### config.mk
export PLATFORM = sky130hd
export DESIGN_NAME = snn_ttd_decoder
export DESIGN_NICKNAME = d
export VERILOG_FILES = /design/src/rtl/snn_ttd_decoder.sv
export SDC_FILE = /design/constraint.sdc
export NUM_CORES = 1
export LEC_CHECK = 0
export ABC_CLOCK_PERIOD_IN_PS = 2400
export CORE_ASPECT_RATIO = 2
export CORE_UTILIZATION = 26
export CTS_BUF_LIST = sky130_fd_sc_hd__clkbuf_4 sky130_fd_sc_hd__clkbuf_8
export DETAILED_ROUTE_END_ITERATION = 10
export DONT_BUFFER_PORTS = 1
export GPL_TIMING_DRIVEN = 0
export PLACE_DENSITY = 0.41
export SYNTH_ARGS = -nofsm -noshare
export SYNTH_HDL_FRONTEND = slang
export SYNTH_SLANG_ARGS = --single-unit
export TNS_END_PERCENT = 10
### constraint.sdc
create_clock -name CLK -period 2.4 [get_ports CLK]
set_input_delay 0.48 -clock CLK [delete_from_list [all_inputs] [get_ports CLK]]
set_output_delay 0.48 -clock CLK [all_outputs]
set_load 0.03 [all_outputs]
### src/rtl/snn_ttd_decoder.sv
// Time-to-data decoder: watches N spike lines over a 2^TTD_WIDTH-cycle window and
// turns each spike train into a TTD_WIDTH-bit value (time-to-first-spike or spike count).
module snn_ttd_decoder #(
    parameter int N_NEURONS   = 4,
    parameter int TTD_WIDTH   = 5,
    parameter int DECODE_MODE = 0
) (
    input  logic                           CLK,
    input  logic                           nRST,
    input  logic                           start,
    input  logic [N_NEURONS-1:0]           spike_in,
    output logic [N_NEURONS*TTD_WIDTH-1:0] data_out,
    output logic [N_NEURONS-1:0]           fired,
    output logic                           busy,
    output logic                           finish,
    output logic [1:0]                     state_dbg
);

    localparam logic [TTD_WIDTH-1:0] MAX = {TTD_WIDTH{1'b1}};

    typedef enum logic [1:0] {
        IDLE = 2'd0,
        RUN  = 2'd1,
        DONE = 2'd2
    } state_t;

    state_t                           state_q, state_d;
    logic [TTD_WIDTH-1:0]             tick_q, tick_d;
    logic [N_NEURONS*TTD_WIDTH-1:0]   work_q, work_d;
    logic [N_NEURONS-1:0]             wfired_q, wfired_d;
    logic [N_NEURONS*TTD_WIDTH-1:0]   data_q, data_d;
    logic [N_NEURONS-1:0]             fired_q, fired_d;
    logic                             busy_q, busy_d;
    logic                             finish_q, finish_d;

    // Handshake: start is a level sampled on a rising edge only while IDLE; anything
    // else is dropped. finish is high for exactly the DONE cycle, when data_out/fired
    // already carry the new window's result.
    always_comb begin
        state_d  = state_q;
        tick_d   = tick_q;
        work_d   = work_q;
        wfired_d = wfired_q;
        data_d   = data_q;
        fired_d  = fired_q;
        case (state_q)
            IDLE: begin
                if (start) begin
                    state_d  = RUN;
                    tick_d   = '0;
                    work_d   = '0;
                    wfired_d = '0;
                end
            end
            RUN: begin
                for (int i = 0; i < N_NEURONS; i++) begin
                    if (spike_in[i]) begin
                        if (DECODE_MODE == 0) begin
                            if (!wfired_q[i]) begin
                                work_d[i*TTD_WIDTH +: TTD_WIDTH] = MAX - tick_q;
                                wfired_d[i] = 1'b1;
                            end
                        end else begin
                            if (work_q[i*TTD_WIDTH +: TTD_WIDTH] != MAX) begin
                                work_d[i*TTD_WIDTH +: TTD_WIDTH] =
                                    work_q[i*TTD_WIDTH +: TTD_WIDTH] + 1'b1;
                            end
                            wfired_d[i] = 1'b1;
                        end
                    end
                end
                // The last tick's spikes must land in the published result, so the
                // outputs take the freshly updated working values, not the registered ones.
                if (tick_q == MAX) begin
                    state_d = DONE;
                    data_d  = work_d;
                    fired_d = wfired_d;
                end else begin
                    tick_d = tick_q + 1'b1;
                end
            end
            DONE:    state_d = IDLE;
            default: state_d = IDLE;
        endcase
        busy_d   = (state_d != IDLE);
        finish_d = (state_d == DONE);
    end

    always_ff @(posedge CLK or negedge nRST) begin
        if (!nRST) begin
            state_q  <= IDLE;
            tick_q   <= '0;
            work_q   <= '0;
            wfired_q <= '0;
            data_q   <= '0;
            fired_q  <= '0;
            busy_q   <= 1'b0;
            finish_q <= 1'b0;
        end else begin
            state_q  <= state_d;
            tick_q   <= tick_d;
            work_q   <= work_d;
            wfired_q <= wfired_d;
            data_q   <= data_d;
            fired_q  <= fired_d;
            busy_q   <= busy_d;
            finish_q <= finish_d;
        end
    end

    assign data_out  = data_q;
    assign fired     = fired_q;
    assign busy      = busy_q;
    assign finish    = finish_q;
    assign state_dbg = state_q;

endmodule

======== Yosys cells after proc, flatten, opt, wreduce, memory -nomap -nowiden ========
Index checks and enable logic that the tools add are counted.
storage, ports and cells
  register bits after elaboration ......... 57
  bits in latches ......................... 0
  memory bits (writable) .................. 0
  ROM bits ................................ 0
  input bits .............................. 7
  output and inout port bits .............. 28
  memories ................................ 0
cells by class
  add/subtract/negate cells ............... 2
  multipliers ............................. 0
  divide/modulo/power cells ............... 0
  order comparisons ....................... 0
  equal/unequal tests ..................... 5
  shift operators ......................... 0
  mux-type cells .......................... 22
  bitwise operators ....................... 0
  reduce and logical (&&, ||, !) cells .... 6
operators by type and width
  operator             count
  $mux 5               10
  $pmux 20 s2          1
  $mux 20              1
  $pmux 5 s2           1
  $pmux 4 s2           1
  $add 5x1->5 const B  1
  $eq 5x5->1 const B   1
  $sub 5x5->5 const A  1
  $mux 1               4
  $mux 2               2
  $mux 4               1
  $ne 2x2->1 const B   2
  $pmux 2 s2           1
  $reduce_and 2->1     2
  $reduce_bool 2->1    2
  $reduce_and 3->1     1
  $eq 2x1->1 const B   1
  $eq 2x2->1 const B   1
  $logic_not 2->1      1

======== Logic depth before layout (Yosys ltp) ========
  word-level depth ........................ 4
  depth in mapped cells ................... 7
  gate-level depth less buffers ........... 6

======== Worst setup path after synthesis ========
Ideal clock, no wire load.
  path type ............................... register to register
  start point ............................. register tick_q[0]
  end point ............................... register data_q[11], in the netlist data_out[11]
  setup time .............................. 0.125 ns
  arrival ................................. 1.540 ns
  required time ........................... 2.275 ns
  setup slack ............................. 0.734 ns
  cell stages (with the launch flop) ...... 7
  path buffers ............................ 2
  period minus slack after synthesis ...... 1.666 ns
  path through ............................ dfrtp_1 -> ha_1 -> and3_4 -> and4_4 -> buf_6 -> buf_12 -> mux2_4
on the way
  cells in the longest elaborated chain, start to end .. 3
  elaborated cells on any way between the ends .. 5
RTL lines
  what                    RTL line  text
  start, declared         28        logic [TTD_WIDTH-1:0] tick_q, tick_d;
  start signal, assigned  101       tick_q <= tick_d;
  $sub 5x5->5             60        work_d[i*TTD_WIDTH +: TTD_WIDTH] = MAX - tick_q;
  $mux 5                  59        if (!wfired_q[i]) begin
  $mux 5                  57        if (spike_in[i]) begin
  end signal, assigned    104       data_q <= data_d;
  end, declared           31        logic [N_NEURONS*TTD_WIDTH-1:0] data_q, data_d;
Several ways; a longest one is shown, not always the timed one.
A chain may end at the register's enable or synchronous reset.

======== Worst setup path in the final report ========
  start point ............................. register state_q[0], in the netlist state_dbg[0]
  end point ............................... register work_q[13]
on the way
  cells in the longest elaborated chain, start to end .. 3
  elaborated cells on any way between the ends .. 6
RTL lines
  what                                                       RTL line  text
  start, declared                                            27        state_t state_q, state_d;
  start signal, assigned                                     100       state_q <= state_d;
  $eq 2x1->1 or $logic_not 2->1 (tied branches)              46        case (state_q)
  $reduce_bool 2->1 (no line) or $ne 2x2->1 (tied branches)  --
  $reduce_and 2->1 (no line)                                 --
  end signal, assigned                                       102       work_q <= work_d;
  end, declared                                              29        logic [N_NEURONS*TTD_WIDTH-1:0] work_q, work_d;
Several ways; a longest one is shown, not always the timed one.

==> impl_metrics.env <==
export IMPL_grt_pass1_wl_mm=10.76
export IMPL_pin_count=35
export IMPL_dr_total_vias=1725
export IMPL_grt_usage_pct=14.04
export IMPL_grt_start_max_net_pins=58
export IMPL_drv_cap=0
export IMPL_status="completed"
export IMPL_place_worst_setup_slack_ns=0.4783
export IMPL_yosys_top_cells_area="dfrtp_1 52%, mux2i_1 11%, mux2_4 7.1%, a32o_1 5.9%, inv_1 3.7%"
export IMPL_die_w_um=74.48
export IMPL_drt_first_pass_iters=4
export IMPL_hold_class="in2reg"
export IMPL_coreArea_um2=10150
export IMPL_h_tree_depth=3
export IMPL_wire_per_inst_um=18.03
export IMPL_cts_made_buffers=9
export IMPL_die_area_um2=10940
export IMPL_multi_input_area_um2=1084
export IMPL_dp_cells=363
export IMPL_slew_headroom_pct=63.67
export IMPL_initial_core_util_pct=26.91
export IMPL_netlist_area_leader_share_pct=52.22
export IMPL_path_buf_inv=3
export IMPL_clk_latency_ns=0.34
export IMPL_syn_area_um2=2731
export IMPL_ys_flop_type="dfrtp_1"
export IMPL_async_flop_share_pct=100.0
export IMPL_cpPeakStageDelay_ns=0.50
export IMPL_fillers=1063
export IMPL_worstMarginPinSlew_ns=0.5449
export IMPL_antenna_found_initial=0
export IMPL_hold_viol_final=0
export IMPL_worst_ep_arrival_time_ns=2.15
export IMPL_cts_tree="built"
export IMPL_worstPathRequired_ns=2.63
export IMPL_drt_iter0_markers=81
export IMPL_layout_nets=250
export IMPL_synth_seq_cells=57
export IMPL_slowest_stage="dfrtp_1"
export IMPL_end_kind="register"
export IMPL_synth_distinct_cells=32
export IMPL_cts_root_buffer="clkbuf_8"
export IMPL_crit_type="reg2reg"
export IMPL_dpl_hpwl_mm=4.680
export IMPL_tns_ns=0
export IMPL_antenna_cells=0
export IMPL_synth_warnings=0
export IMPL_synth_fa_ha_area_share_pct=0.9162
export IMPL_io_buffers=0
export IMPL_die_y_um=147.0
export IMPL_synth_edf_count=0
export IMPL_ys_seq_area_share_pct=52.22
export IMPL_rsz0062_at_grt="false"
export IMPL_synth_compound_area_share_pct=12.14
export IMPL_fin_crit_ns=1.911
export IMPL_ant_nets=0
export IMPL_synthSimpleGateAreaFrac_pct=6.413
export IMPL_fin_cells=381
export IMPL_worst_slack_ns=0.4894
export IMPL_synth_top_cell_by_area="dfrtp_1"
export IMPL_drive_above_1_share_pct=19.11
export IMPL_setup_viol=0
export IMPL_post_route_period_util_pct=79.61
export IMPL_grt_pass1_vias=1790
export IMPL_drcViolationCount=0
export IMPL_cts_buffer_depth=2
export IMPL_worstSetupStartpointType="register"
export IMPL_std_cell_rows=52
export IMPL_synthMuxAreaShare_pct=20.20
export IMPL_drv_slew=0
export IMPL_crit_family="buffers and inverters"
export IMPL_clock_sink_count=57
export IMPL_worstPathCellList="buf_2, inv_1, clkbuf_1, o21bai_1, a32o_1"
export IMPL_syn_num_nets=237
export IMPL_fin_util_pct=31.05
export IMPL_max_freq_ghz=0.5234
export IMPL_synthXorXnorAreaFrac_pct=0
export IMPL_synth_top_family_by_area="multiplexers"
export IMPL_regArea_um2=1426
export IMPL_synth_cells=228
export IMPL_powerDensity_nw_per_um2=1383
export IMPL_syn_avg_cell_area_um2=11.98
export IMPL_irDropWorstVdd_v=0.0003223
export IMPL_grt_overflow=0
export IMPL_place_congestion=0.7154
export IMPL_area_growth_pct=15.39
export IMPL_finClkSkew_ns=0.007688
export IMPL_via_per_inst=4.528
export IMPL_p_leak_nw=1.374
export IMPL_routed_wirelength_mm=6.870
export IMPL_clk_pin_slew_ns=0.07
export IMPL_critPathMaxFanout=10
[routing by layer]
| metal | share of wire [%] | up-vias | GRT usage (%) | wire [um] |
|---|---|---|---|---|
| met4 | 2.5 | 0 | 7.830 | 169 |
| met3 | 3.7 | 14 | 3.429 | 255 |
| met1 | 40 | 851 | 15.91 | 2734 |
| met5 | 0 | - | 0 | 0 |
| li1 | - | 827 | - | - |
| met2 | 54 | 33 | 23.29 | 3711 |
[worst paths after layout]
check | cells past startpoint | end | start | slack (ns)
min reg2reg | 1 | work_q[10]$_DFFE_PN0P_ | work_q[10]$_DFFE_PN0P_ | 0.49
min in group asynchronous | 2 | data_out[14]$_DFFE_PN0P_ | nRST | 0.68
max | 5 | work_q[13]$_DFFE_PN0P_ | state_dbg[0]$_DFF_PN0_ | 0.49
max in group asynchronous | 2 | data_out[5]$_DFFE_PN0P_ | nRST | 1.47
min | 2 | wfired_q[3]$_DFFE_PN0P_ | spike_in[3] | 0.31
max reg2reg | 5 | work_q[13]$_DFFE_PN0P_ | state_dbg[0]$_DFF_PN0_ | 0.49
[final cells by class]
class	count	share of cell area (%)
multi-input cells	127	34.38
plain buffers	17	3.811
well taps	135	5.359
repair buffers	2	1.191
inverters	27	3.216
clock inverters	6	2.620
clock buffers	10	4.168
flip-flops and latches	57	45.26
[sequential cells by signal, indices dropped and copies added (netlist names)]
| name | cells |
|---|---|
| state_dbg | 2 |
| data_out | 20 |
| tick_q | 5 |
| busy | 1 |
| finish | 1 |
| wfired_q | 4 |
| work_q | 20 |
| fired | 4 |
[cell usage after synthesis, types with 3 or more instances]
library cell and n:
a21oi_1 12, nor2b_1 4, dfrtp_1 57, nor2_1 14
buf_2 4, nand2_1 4, mux2_4 13, mux2_2 5
o21ai_0 3, mux2i_1 30, o22ai_1 5, o21bai_1 3
clkbuf_1 8, inv_1 27, a32o_1 16
[where the power goes]
group,switching [W],internal (W),total (W)
logic,0.000727,0.000620,0.00135
clock network,0.000408,0.000590,0.000998
registers,0.000666,0.00135,0.00201
total,0.00180,0.00256,0.00436
[logic make-up (layout without fill, tap and decap cells)]
group / after synthesis / in the layout
compound gates: 44 / 44
simple gates: 33 / 33
flops: 57 / 57
buf+inv: 44 / 62
fa+ha+maj: 2 / 2
mux: 48 / 48
[metrics by stage]
| stage | power, W | instance area [um^2] | hold WS [ns] |
|---|---|---|---|
| final | 0.004360 | 3152 | 0.3098 |
| after detailed placement | 0.003383 | 2900 | 0.1868 |
| after floorplan | 0.002992 | 2731 | 0.1844 |
| after CTS | 0.004438 | 3152 | 0.2901 |
| after global routing | 0.004667 | 3152 | 0.3018 |
| after global placement | 0.003353 | 2900 | 0.1872 |
[layout by cell type, fill, tap and decap left out, types with 4 or more instances in the layout]
cell	count
clkbuf_8	9
nand2_1	4
mux2_4	13
clkbuf_1	8
nor2b_1	4
nor2_1	14
a21oi_1	12
mux2_2	5
inv_1	27
dfrtp_1	57
mux2i_1	30
o22ai_1	5
buf_2	4
a32o_1	16
[timing repair]
action                    CTS  global route
hold endpoints to repair   57             0
buffers inserted            0             0
gates resized for setup     0             0
hold buffers                2             0
(Power assumes the default switching activity.)
